$ cat src/rtl/op_rd_pkg.sv
// Shared types and constants for the output-SRAM readback engine.
package op_rd_pkg;

  localparam int OP_DEPTH   = 340;
  localparam int OP_ADDR_W  = 9;
  localparam int OP_DATA_W  = 128;
  localparam int FIFO_DEPTH = 3;

  typedef enum logic [1:0] {
    IDLE  = 2'd0,
    READ  = 2'd1,
    DRAIN = 2'd2,
    FIN   = 2'd3
  } state_t;

  // Pointer step for the 3-entry ring; wraps from FIFO_DEPTH-1 back to 0.
  function automatic logic [1:0] fifo_ptr_next(input logic [1:0] p);
    return (p == 2'(FIFO_DEPTH - 1)) ? 2'd0 : p + 2'd1;
  endfunction

endpackage

$ cat src/rtl/op_rd_fifo.sv
// 3-entry synchronous FIFO holding SRAM read data until the consumer takes it.
module op_rd_fifo
  import op_rd_pkg::*;
#(
  parameter int W = OP_DATA_W
) (
  input  logic         i_clk,
  input  logic         i_reset,
  input  logic         i_push,
  input  logic [W-1:0] i_push_data,
  input  logic         i_pop,
  output logic [1:0]   o_occ,
  output logic [W-1:0] o_head
);

  logic [W-1:0] r_mem [FIFO_DEPTH];
  logic [1:0]   r_wr_ptr;
  logic [1:0]   r_rd_ptr;
  logic [1:0]   r_occ;
  logic         w_do_pop;

  // The issuing side never pushes into a full FIFO, so only pop needs a guard.
  assign w_do_pop = i_pop && (r_occ != 2'd0);

  always_ff @(posedge i_clk) begin
    if (i_reset) begin
      r_wr_ptr <= '0;
      r_rd_ptr <= '0;
      r_occ    <= '0;
    end else begin
      if (i_push) begin
        r_mem[r_wr_ptr] <= i_push_data;
        r_wr_ptr        <= fifo_ptr_next(r_wr_ptr);
      end
      if (w_do_pop) begin
        r_rd_ptr <= fifo_ptr_next(r_rd_ptr);
      end
      case ({i_push, w_do_pop})
        2'b10:   r_occ <= r_occ + 2'd1;
        2'b01:   r_occ <= r_occ - 2'd1;
        default: r_occ <= r_occ;
      endcase
    end
  end

  assign o_occ  = r_occ;
  assign o_head = r_mem[r_rd_ptr];

endmodule

$ cat src/rtl/op_sram_reader.sv
// Readback engine: owns the output SRAM after the corelet finishes and
// streams a run of sequential rows out on a valid/ready port.
module op_sram_reader
  import op_rd_pkg::*;
#(
  parameter int ADDR_W = OP_ADDR_W,
  parameter int DATA_W = OP_DATA_W,
  parameter int DEPTH  = OP_DEPTH
) (
  input  logic              clk,
  input  logic              reset,
  input  logic              start,
  input  logic [ADDR_W-1:0] base_addr,
  input  logic [ADDR_W-1:0] word_cnt,
  output logic              cl_sel,
  output logic              op_cen,
  output logic              op_wen,
  output logic [ADDR_W-1:0] op_addr,
  input  logic [DATA_W-1:0] op_q,
  output logic [DATA_W-1:0] out_data,
  output logic              out_valid,
  input  logic              out_ready,
  output logic              busy,
  output logic              done,
  output logic              err,
  output logic [1:0]        dbg_state
);

  localparam logic [ADDR_W-1:0] DEPTH_M1 = ADDR_W'(DEPTH - 1);
  localparam logic [ADDR_W-1:0] ONE      = ADDR_W'(1);

  state_t            r_state;
  logic [ADDR_W-1:0] r_addr;
  logic [ADDR_W-1:0] r_remaining;
  logic              r_inflight;
  logic              r_err;

  logic [1:0]        w_occ;
  logic [DATA_W-1:0] w_head;
  logic [2:0]        w_outstanding;
  logic              w_issue;
  logic              w_pop;

  // Credit: words buffered plus the one being returned by the SRAM. Only
  // registered state is used, so a pop this cycle frees space next cycle.
  assign w_outstanding = {1'b0, w_occ} + {2'b00, r_inflight};
  assign w_issue       = (r_state == READ) && (w_outstanding < 3'(FIFO_DEPTH));

  // Output handshake: out_valid means the FIFO head is presented on out_data;
  // a word transfers on any cycle with out_valid && out_ready, and while
  // out_valid && !out_ready the head (and so out_data) cannot change.
  assign out_valid = (w_occ != 2'd0);
  assign w_pop     = out_valid && out_ready;
  assign out_data  = out_valid ? w_head : '0;

  always_ff @(posedge clk) begin
    if (reset) begin
      r_state     <= IDLE;
      r_addr      <= '0;
      r_remaining <= '0;
      r_inflight  <= 1'b0;
      r_err       <= 1'b0;
    end else begin
      r_err      <= 1'b0;
      r_inflight <= w_issue;
      case (r_state)
        IDLE: begin
          if (start) begin
            if (base_addr > DEPTH_M1) begin
              r_err <= 1'b1;
            end else if (word_cnt == '0) begin
              r_state <= FIN;
            end else begin
              r_addr      <= base_addr;
              r_remaining <= word_cnt;
              r_state     <= READ;
            end
          end
        end
        READ: begin
          if (w_issue) begin
            r_addr      <= (r_addr == DEPTH_M1) ? '0 : r_addr + ONE;
            r_remaining <= r_remaining - ONE;
            if (r_remaining == ONE) begin
              r_state <= DRAIN;
            end
          end
        end
        DRAIN: begin
          // Leave once the last word is on its way out this cycle.
          if (!r_inflight && ((w_occ == 2'd0) || ((w_occ == 2'd1) && w_pop))) begin
            r_state <= FIN;
          end
        end
        FIN: begin
          r_state <= IDLE;
        end
        default: begin
          r_state <= IDLE;
        end
      endcase
    end
  end

  op_rd_fifo #(
    .W (DATA_W)
  ) u_fifo (
    .i_clk       (clk),
    .i_reset     (reset),
    .i_push      (r_inflight),
    .i_push_data (op_q),
    .i_pop       (w_pop),
    .o_occ       (w_occ),
    .o_head      (w_head)
  );

  assign busy      = (r_state != IDLE);
  assign cl_sel    = busy;
  assign op_cen    = !w_issue;
  assign op_wen    = 1'b1;
  assign op_addr   = r_addr;
  assign done      = (r_state == FIN);
  assign err       = r_err;
  assign dbg_state = r_state;

endmodule

$ cat config.mk
export PLATFORM = sky130hd
export DESIGN_NAME = op_sram_reader
export DESIGN_NICKNAME = d
export VERILOG_FILES = /design/src/rtl/op_rd_pkg.sv /design/src/rtl/op_rd_fifo.sv /design/src/rtl/op_sram_reader.sv
export SDC_FILE = /design/constraint.sdc
export NUM_CORES = 1
export LEC_CHECK = 0
export CORE_UTILIZATION = 48
export DETAILED_ROUTE_END_ITERATION = 8
export PLACE_DENSITY = 0.77
export SLEW_MARGIN = 20
export SYNTH_ARGS = -nofsm -noshare
export SYNTH_HDL_FRONTEND = slang
export SYNTH_SLANG_ARGS = --single-unit
$ cat constraint.sdc
create_clock -name clk -period 10.6 [get_ports clk]
set_input_delay 1.59 -clock clk [delete_from_list [all_inputs] [get_ports clk]]
set_output_delay 1.59 -clock clk [all_outputs]
set_load 0.005 [all_outputs]
==> results.json, run 1 <==
{
  "syn_area_um2": 16700,
  "post_cts_resized": 0,
  "hold_violations": 0,
  "worstHoldPathType": "reg -> reg",
  "ant_nets": 0,
  "worst_pin_slew_ps": 1010,
  "drt-initial-drc-count": 791,
  "cts_setup_buffers": 0,
  "ys_ff_latch": 414,
  "fill_cells": 2512,
  "vdd_drop_max_v": 0.000141,
  "portBuffers": 294,
  "start_util": 0.494,
  "crit_buf_inv": 2,
  "powerDensity_nw_per_um2": 218,
  "setup_viol": 0,
  "max-slew-margin-rel": 0.327,
  "synth_compound_area_frac": 0.0739,
  "synth.distinct_cells": 61,
  "fin_area_um2": 21400,
  "clock-root-buffer": "clkbuf_16",
  "worstSetupPathType": "reg -> out",
  "yosysTopAreaCell": "edfxtp_1",
  "synthArstFlopShare": 0,
  "synthSimpleGateAreaFrac": 0.0889,
  "r2r-start": "dbg_state[1]$_SDFFE_PP0P_",
  "critPathArrivalTime_ps": 3350,
  "clock_sinks": 414,
  "p_clk_frac": 0.301,
  "hp-start": "u_fifo.r_wr_ptr[1]$_SDFFE_PP0P_",
  "stdcell_count": 1963,
  "die_area_um2": 35600,
  "grt_pass1_vias": 10341,
  "synth_xor_xnor_area_share": 0.00157,
  "p_comb_frac": 0.278,
  "grt_pass1_wl_um": 55900,
  "cts_tree": "done",
  "p_seq_frac": 0.420,
  "postSynthAreaPerCell_um2": 14.0,
  "synth_top_area_frac": 0.690,
  "leakagePower_uw": 0.00708,
  "p_int_uw": 3330,
  "seq_area_frac_synth": 0.726,
  "first_pass_iters": 5,
  "core_um2": 33900,
  "slowest_stage": "buf_4",
  "ys_warn_count": 0,
  "reg2reg_slack_ps": 7880,
  "routed-via-count": 10432,
  "cp_cell_sequence": "buf_4 > mux2i_1 > nor2_1 > a21oi_1 > nor2_1 > clkdlybuf4s50_1",
  "r2r-end": "r_remaining[8]$_SDFFE_PP0P_",
  "status": "complete, no violations",
  "synth_top_flop_cell": "edfxtp_1",
  "endpoint": "out_data[60]",
  "wl_um": 36100,
  "place_hpwl_um": 21800,
  "grt_max_degree": 95,
  "die_h_um": 189,
  "cp_max_fo": 54,
  "syn_nets": 1361,
  "max_freq_mhz": 202,
  "cts_max_path_buffers": 3,
  "insertion_delay_ps": 530,
  "cap_violations": 0,
  "cts_max_level": 2,
  "antenna_found_initial": 3,
  "reg2regPathDepth": 6,
  "syn_inst": 1198,
  "worstPathRequired_ps": 9010,
  "postCtsHoldBufs": 0,
  "ios": 296,
  "drive_gt1_frac": 0.0641,
  "fin_worst_skew_ps": 19.5,
  "synth_edf_count": 384,
  "via_per_inst": 5.31,
  "avgRoutedWirePerCell_um": 18.4,
  "remaining_drc_errors": 0,
  "synth_adder_area_share": 0.00973,
  "startpoint_type": "register",
  "critical-path-max-stage-delay_ps": 850,
  "overflow": 0,
  "die_x_um": 189,
  "place_area_um2": 20000,
  "layout.nets": 1644,
  "path_clk_slew_ps": 60,
  "numCtsBuffers": 43,
  "crit_family": "buffers and inverters",
  "rsz0062_at_grt": "false",
  "whs_ps": 486,
  "period_needed_ps": 4940,
  "yosys-mux-area-fraction": 0.0778,
  "dp_cells": 1884,
  "p_sw_frac": 0.286,
  "grt_usage": 0.199,
  "drv_slew": 0,
  "place.gp.congestion": 0.841,
  "switchingPower_uw": 1340,
  "area_growth_pct": 27.9,
  "rows": 67,
  "critPathCaptureType": "primary output",
  "period_share": 0.466,
  "cpMostUsedCell": "nor2_1",
  "crit_cells": 6,
  "fin_total_pwr_uw": 4670,
  "synth_top_family_by_area": "simple AND/OR/NAND/NOR gates",
  "synthTopCellsByArea": "edfxtp_1, mux2i_1, nor2_1"
}
-- per-stage QoR --
stage / setup TNS [ps] / utilization / worst slack, ps
6_report: 0 / 0.631 / 5660
2_1_floorplan: -182240 / - / -712
3_3_place_gp: 0 / 0.592 / 6020
5_1_grt: 0 / 0.631 / 5470
3_5_place_dp: 0 / 0.592 / 6010
4_1_cts: 0 / 0.631 / 5630
-- cell families after synthesis --
family	after synthesis
other	1
adder cells (fa/ha/maj)	13
buffers and inverters	85
AO/OA/AOI/OAI	202
XOR/XNOR	3
AND/OR/NAND/NOR	350
flip-flops	414
multiplexers	130
-- state kept, by name, indices dropped and copies added (netlist names), 2 cells and up, named ones only --
register	count
u_fifo.r_mem	384
op_addr	9
r_remaining	9
dbg_state	2
u_fifo.o_occ	2
u_fifo.r_rd_ptr	2
u_fifo.r_wr_ptr	2
-- layout by cell type, fill, tap and decap left out, drive strengths merged, types with 3 or more instances in the layout --
cell type / synthesis / final
ha: 13 / 13
dfxtp: 30 / 30
a211oi: 4 / 4
nor2b: 3 / 3
nand2b: 4 / 4
o21ai: 8 / 8
nor2: 278 / 278
nor3: 10 / 10
edfxtp: 384 / 384
o31ai: 3 / 3
and3: 3 / 3
o32ai: 9 / 9
nand3: 8 / 8
a21oi: 157 / 157
inv: 16 / 17
clkbuf: 48 / 61
mux2i: 130 / 130
nand2: 25 / 25
clkinv: 0 / 12
nor4: 5 / 5
buf: 21 / 13
clkdlybuf4s50: 0 / 294
nor3b: 3 / 3
a31oi: 5 / 5
-- worst min path at each step --
stage                                      end  slack (ps)  cells past startpoint
6_report       u_fifo.r_wr_ptr[1]$_SDFFE_PP0P_         490                      2
5_1_grt        u_fifo.r_wr_ptr[1]$_SDFFE_PP0P_         500                      2
3_5_place_dp   u_fifo.r_wr_ptr[1]$_SDFFE_PP0P_         480                      2
3_3_place_gp   u_fifo.r_wr_ptr[1]$_SDFFE_PP0P_         480                      2
4_1_cts        u_fifo.r_wr_ptr[1]$_SDFFE_PP0P_         490                      2
2_1_floorplan  u_fifo.r_wr_ptr[1]$_SDFFE_PP0P_         460                      2
-- area by class of cell --
cell class | instances | area, µm² | area share
Sequential cell | 414 | 12100 | 0.568
Multi-Input combinational cell | 699 | 4250 | 0.199
Timing Repair Buffer | 307 | 3040 | 0.142
Clock buffer | 61 | 1160 | 0.0545
Tap cell | 448 | 561 | 0.0262
Clock inverter | 17 | 160 | 0.00749
Inverter | 16 | 60.1 | 0.00281
Antenna cell | 1 | 2.50 | 0.000117
-- cell usage after synthesis (2+ instances only) --
master / instances
nor2b_1: 3
o31ai_1: 2
a311oi_1: 2
nor2_1: 278
buf_1: 2
nand3b_1: 2
ha_1: 13
a211oi_1: 4
mux2i_1: 130
nor4_1: 3
buf_4: 3
nor3b_1: 2
xor2_1: 2
edfxtp_1: 384
a21oi_2: 2
o21ai_0: 4
a21oi_1: 155
buf_6: 3
clkbuf_1: 48
a21o_1: 2
buf_2: 13
inv_1: 16
o32ai_2: 8
nand3_1: 7
a31oi_1: 5
o21ai_1: 4
o2bb2ai_1: 2
dfxtp_1: 30
nor3_1: 9
nand2_1: 24
and3_1: 3
o211a_1: 2
nand2b_1: 3
-- power by group through the flow --
stage          logic [µW]  registers, µW  clock network [µW]
3_5_place_dp         1300           2000                   0
3_3_place_gp         1280           1990                   0
2_1_floorplan         781           1970                   0
4_1_cts              1310           1960                1440
6_report             1300           1960                1410
5_1_grt              1420           1980                1500
-- routing by layer --
metal / GRT usage / part of all wire
met1: 0.262 / 0.41
met4: 0.0506 / 0.019
met2: 0.325 / 0.48
met5: 0 / 0.00072
met3: 0.0590 / 0.096
-- tightest hold or removal path: stages (launching register included) --
cell,delay [ps]
dfxtp_1,320
nand2_1,60
a21oi_1,60
Power figures use the tool's default switching activity.
==> run 2, diff against run 1 <==
clock period = 4 ns   (was 10.6 ns; I/O delays follow)
==> run 2 against run 1 <==
Net effect:
- core utilization grew 0.61 points
- non-clock buffer count rose by 2
- setup slack got worse by 5000 ps
- critical path type unchanged
- critical path depth unchanged
- clock power grew to 2.7 times the previous value
- first-iteration DRC count is 7.3% lower
- clock-buffer cell count is 8 lower
- flip-flop and latch count is the same
- sequential share of layout area down 0.54 points
==> results.json, run 2 (synthesized netlist as in run 1, its figures left out) <==
{
  "die_area_um2": 35600,
  "drt-initial-drc-count": 733,
  "largest_reg_flops": 384,
  "reg2reg_slack_ps": 1340,
  "grt_pass1_vias": 10182,
  "slowest_stage": "dfxtp_4",
  "clock-root-buffer": "clkbuf_16",
  "critPathArrivalTime_ps": 2730,
  "drive_gt1_frac": 0.0698,
  "cp_max_fo": 38,
  "cts_max_level": 2,
  "numCtsBuffers": 43,
  "routed-via-count": 10421,
  "place_hpwl_um": 22000,
  "ios": 296,
  "powerDensity_nw_per_um2": 579,
  "dpl_worst_slack_ps": 1170,
  "clock_sinks": 414,
  "worstHoldPathCells": 2,
  "cp_cell_sequence": "buf_12 > mux2i_1 > nor2_1 > a21oi_1 > nor2_1 > clkdlybuf4s50_1",
  "place.gp.congestion": 0.813,
  "leakagePower_uw": 0.00714,
  "cts_tree": "done",
  "startpoint_type": "register",
  "remaining_drc_errors": 0,
  "layout_commonest_cell": "edfxtp_1",
  "first_pass_iters": 5,
  "hp-start": "u_fifo.r_wr_ptr[1]$_SDFFE_PP0P_",
  "cpMostUsedCell": "nor2_1",
  "worstHoldPathType": "reg -> reg",
  "reg2regPathDepth": 7,
  "insertion_delay_ps": 540,
  "worstHoldEndpoint": "u_fifo.r_wr_ptr[1]$_SDFFE_PP0P_",
  "grt_usage": 0.199,
  "critPathCaptureType": "primary output",
  "max-slew-margin-rel": 0.410,
  "grt_max_degree": 79,
  "cap_violations": 0,
  "period_needed_ps": 3330,
  "place_area_um2": 20200,
  "layout.nets": 1646,
  "worstPathRequired_ps": 3400,
  "die_h_um": 189,
  "final_cell_mix": "edfxtp_1, clkdlybuf4s50_1, nor2_1, a21oi_1, mux2i_1",
  "crit_buf_inv": 2,
  "rows": 67,
  "vdd_drop_max_v": 0.000445,
  "fill_cells": 2464,
  "status": "complete, no violations",
  "wl_um": 36100,
  "ant_nets": 0,
  "fin_worst_skew_ps": 21.2,
  "drv_slew": 0,
  "overflow": 0,
  "grt_pass1_wl_um": 55400,
  "worst_pin_slew_ps": 884,
  "path_clk_slew_ps": 50,
  "worstSetupPathType": "reg -> out",
  "area_growth_pct": 29.1,
  "crit_family": "buffers and inverters",
  "critical-path-max-stage-delay_ps": 770,
  "rsz0062_at_grt": "false",
  "hold_violations": 0,
  "portBuffers": 294,
  "start_util": 0.494,
  "postCtsHoldBufs": 0,
  "r2r-end": "r_remaining[6]$_SDFFE_PP0P_",
  "die_x_um": 189,
  "avgRoutedWirePerCell_um": 18.3,
  "fin_area_um2": 21600,
  "cts_setup_buffers": 0,
  "r2r-start": "dbg_state[1]$_SDFFE_PP0P_",
  "fin_ws_ps": 667,
  "core_um2": 33900,
  "cts_max_path_buffers": 3,
  "via_per_inst": 5.30,
  "post_cts_resized": 0,
  "period_share": 0.833,
  "regMostFlops": "u_fifo.r_mem",
  "setup_viol": 0,
  "antenna_found_initial": 3,
  "max_freq_mhz": 300
}
run 2: changes by cell type in the layout (fill, tap and decap cells not counted), moves of 2 or more:
cell	previous run	this run
clkinv_1	5	10
clkinv_8	2	0
clkinvlp_4	2	7
clkbuf_1	17	7
buf_12	0	11
buf_4	13	4
clkinv_2	5	7
run 2: how the worst max path moves through the flow:
stage	from	endpoint	slack, ps	cells past startpoint
2_1_floorplan	reset	u_fifo.r_mem[0][0]$_DFFE_PP_	-210	2
3_3_place_gp	register	out_data[81]	1210	6
3_5_place_dp	register	out_data[61]	1170	6
4_1_cts	register	out_data[61]	600	6
5_1_grt	register	out_data[37]	440	6
6_report	register	out_data[13]	670	6
run 2: final cells by class:
cell class	instances	area (µm²)	share of cell area
Antenna cell	1	2.50	0.000116
Clock buffer	53	1170	0.0540
Clock inverter	27	205	0.00951
Inverter	16	60.1	0.00278
Multi-Input combinational cell	699	4260	0.197
Sequential cell	414	12100	0.562
Tap cell	448	561	0.0260
Timing Repair Buffer	309	3190	0.148
run 2: per-stage QoR:
stage               hold slack, ps  power [µW]  std cells  utilization  TNS [ps]
global route                   512       13100       1966        0.637         0
detailed placement             485        8760       1886        0.597         0
floorplan                      460        7270       1198            -    -52760
global placement               472        8700       1886        0.597         0
CTS                            494       12600       1966        0.637         0
finish                         495       12500       1967        0.637         0
run 2: power breakdown:
group,internal [µW],leakage [µW],switching [µW]
registers,4970,0.00371,239
clock network,2210,0.000652,1610
logic,1740,0.00278,1740
total,8910,0.00714,3590
run 2: layer usage:
layer,vias to the layer above,wire (µm),GRT usage
met2,355,17400,0.324
met4,4,612,0.0428
met3,49,3010,0.0574
met1,5026,15000,0.265
li1,4987,-,-
met5,-,25,0
run 2: tightest hold or removal path, delay by kind of cell (launching register included):
| kind | cells | cell delay, ps |
|---|---|---|
| compound gates | 1 | 60 |
| simple gates | 1 | 60 |
| flops | 1 | 320 |
==> run 3, diff against run 2 <==
clock period = 2.8 ns   (was 4 ns; I/O delays follow)
==> run 3 against run 2 <==
Net effect:
- clock power increased by 39%
- core utilization increased by 0.79 points
- via count increased by 1.7%
- critical path type unchanged
==> results.json, run 3 (synthesized netlist as in run 1, its figures left out) <==
{
  "regMostFlops": "u_fifo.r_mem",
  "vdd_drop_max_v": 0.000411,
  "cap_violations": 0,
  "period_needed_ps": 2710,
  "worstSetupPathType": "reg -> out",
  "cts_tree": "done",
  "critPathArrivalTime_ps": 2290,
  "dpl_worst_slack_ps": 425,
  "grt_max_degree": 79,
  "grt_pass1_wl_um": 57500,
  "max_freq_mhz": 369,
  "ios": 296,
  "first_pass_iters": 5,
  "worstHoldPathCells": 2,
  "rows": 67,
  "avgRoutedWirePerCell_um": 18.8,
  "grt_pass1_vias": 10572,
  "fin_worst_skew_ps": 20.2,
  "status": "complete, no violations",
  "insertion_delay_ps": 530,
  "start_util": 0.494,
  "grt_usage": 0.207,
  "cts_max_level": 2,
  "place_hpwl_um": 24200,
  "leakagePower_uw": 0.00731,
  "period_share": 0.967,
  "core_um2": 33900,
  "stdcell_count": 1990,
  "layout_commonest_cell": "edfxtp_1",
  "path_clk_slew_ps": 50,
  "fin_ws_ps": 92.6,
  "die_area_um2": 35600,
  "ant_nets": 0,
  "final_cell_mix": "edfxtp_1, clkdlybuf4s50_1, nor2_1, a21oi_1, mux2i_1",
  "overflow": 0,
  "die_h_um": 189,
  "drive_gt1_frac": 0.0863,
  "layout.nets": 1674,
  "largest_reg_flops": 384,
  "clock_sinks": 414,
  "reg2regPathDepth": 7,
  "remaining_drc_errors": 0,
  "place.gp.congestion": 0.815,
  "critPathCaptureType": "primary output",
  "routed-via-count": 10594,
  "drv_slew": 0,
  "drt-initial-drc-count": 642,
  "die_x_um": 189,
  "setup_viol": 0,
  "portBuffers": 294,
  "worstHoldPathType": "reg -> reg",
  "wl_um": 37500,
  "worstPathRequired_ps": 2380,
  "hold_violations": 0,
  "startpoint_type": "register",
  "dp_cells": 1906,
  "numCtsBuffers": 41,
  "cts_max_path_buffers": 3,
  "max-slew-margin-rel": 0.505,
  "powerDensity_nw_per_um2": 824,
  "fill_cells": 2455,
  "via_per_inst": 5.32,
  "cp_max_fo": 19,
  "worst_pin_slew_ps": 742,
  "antenna_found_initial": 4,
  "clock-root-buffer": "clkbuf_16",
  "area_growth_pct": 30.7
}
[run 3: timing repair]
| action | 4_1_cts | 5_1_grt |
|---|---|---|
| hold buffers | 0 | 0 |
| setup endpoints to repair | 108 | 64 |
| buffers inserted | 2 | 8 |
| pin swaps | 1 | 2 |
| resized for setup | 0 | 9 |
[run 3: through the flow]
step	hold WS [ps]	utilization	power [µW]	area, µm²	setup TNS [ps]
floorplan	458	-	10400	16800	-339200
global placement	469	0.603	12600	20400	0
detailed placement	484	0.603	12700	20400	0
CTS	484	0.642	18000	21700	0
global route	490	0.645	18900	21900	-34.4
finish	489	0.645	18000	21900	0
[run 3: path summary, 6_finish.rpt]
| check | end | slack, ps | start |
|---|---|---|---|
| worst max register to register | r_remaining[3]$_SDFFE_PP0P_ | 480 | r_inflight$_SDFF_PP0_ |
| worst min register to register | u_fifo.r_wr_ptr[1]$_SDFFE_PP0P_ | 490 | u_fifo.r_wr_ptr[1]$_SDFFE_PP0P_ |
| worst max-delay path | out_data[70] | 90 | register |
| worst min-delay path | u_fifo.r_wr_ptr[1]$_SDFFE_PP0P_ | 490 | u_fifo.r_wr_ptr[1]$_SDFFE_PP0P_ |
[run 3: metal layers]
metal | track usage | routed length (µm) | vias to the layer above
met1 | 0.275 | 15600 | 5092
met3 | 0.0428 | 2700 | 67
met5 | 0 | 41 | -
met2 | 0.342 | 18300 | 388
met4 | 0.0670 | 898 | 6
li1 | - | - | 5041
[run 3: power by group]
part,internal [µW],switching [µW],leakage [µW]
Sequential,7090,250,0.00371
Clock,3110,2190,0.000636
Combinational,2670,2690,0.00296
Total,12900,5120,0.00731
[run 3: final cells by class]
class                      instances  area, µm²  area share
inverter                          16       60.1     0.00275
sequential                       414      12100       0.556
clock inverter                    23        218     0.00996
clock buffer                      50       1080      0.0495
multi-input combinational        699       4280       0.196
antenna                            1       2.50    0.000115
tap                              448        561      0.0257
timing repair buffer             339       3510       0.161
[run 3: critical path: stages (launching register included)]
cell,delay (ps)
dfxtp_4,390
buf_6,170
buf_12,200
mux2i_1,200
nor2_1,50
a21oi_1,240
nor2_1,70
clkdlybuf4s50_1,450
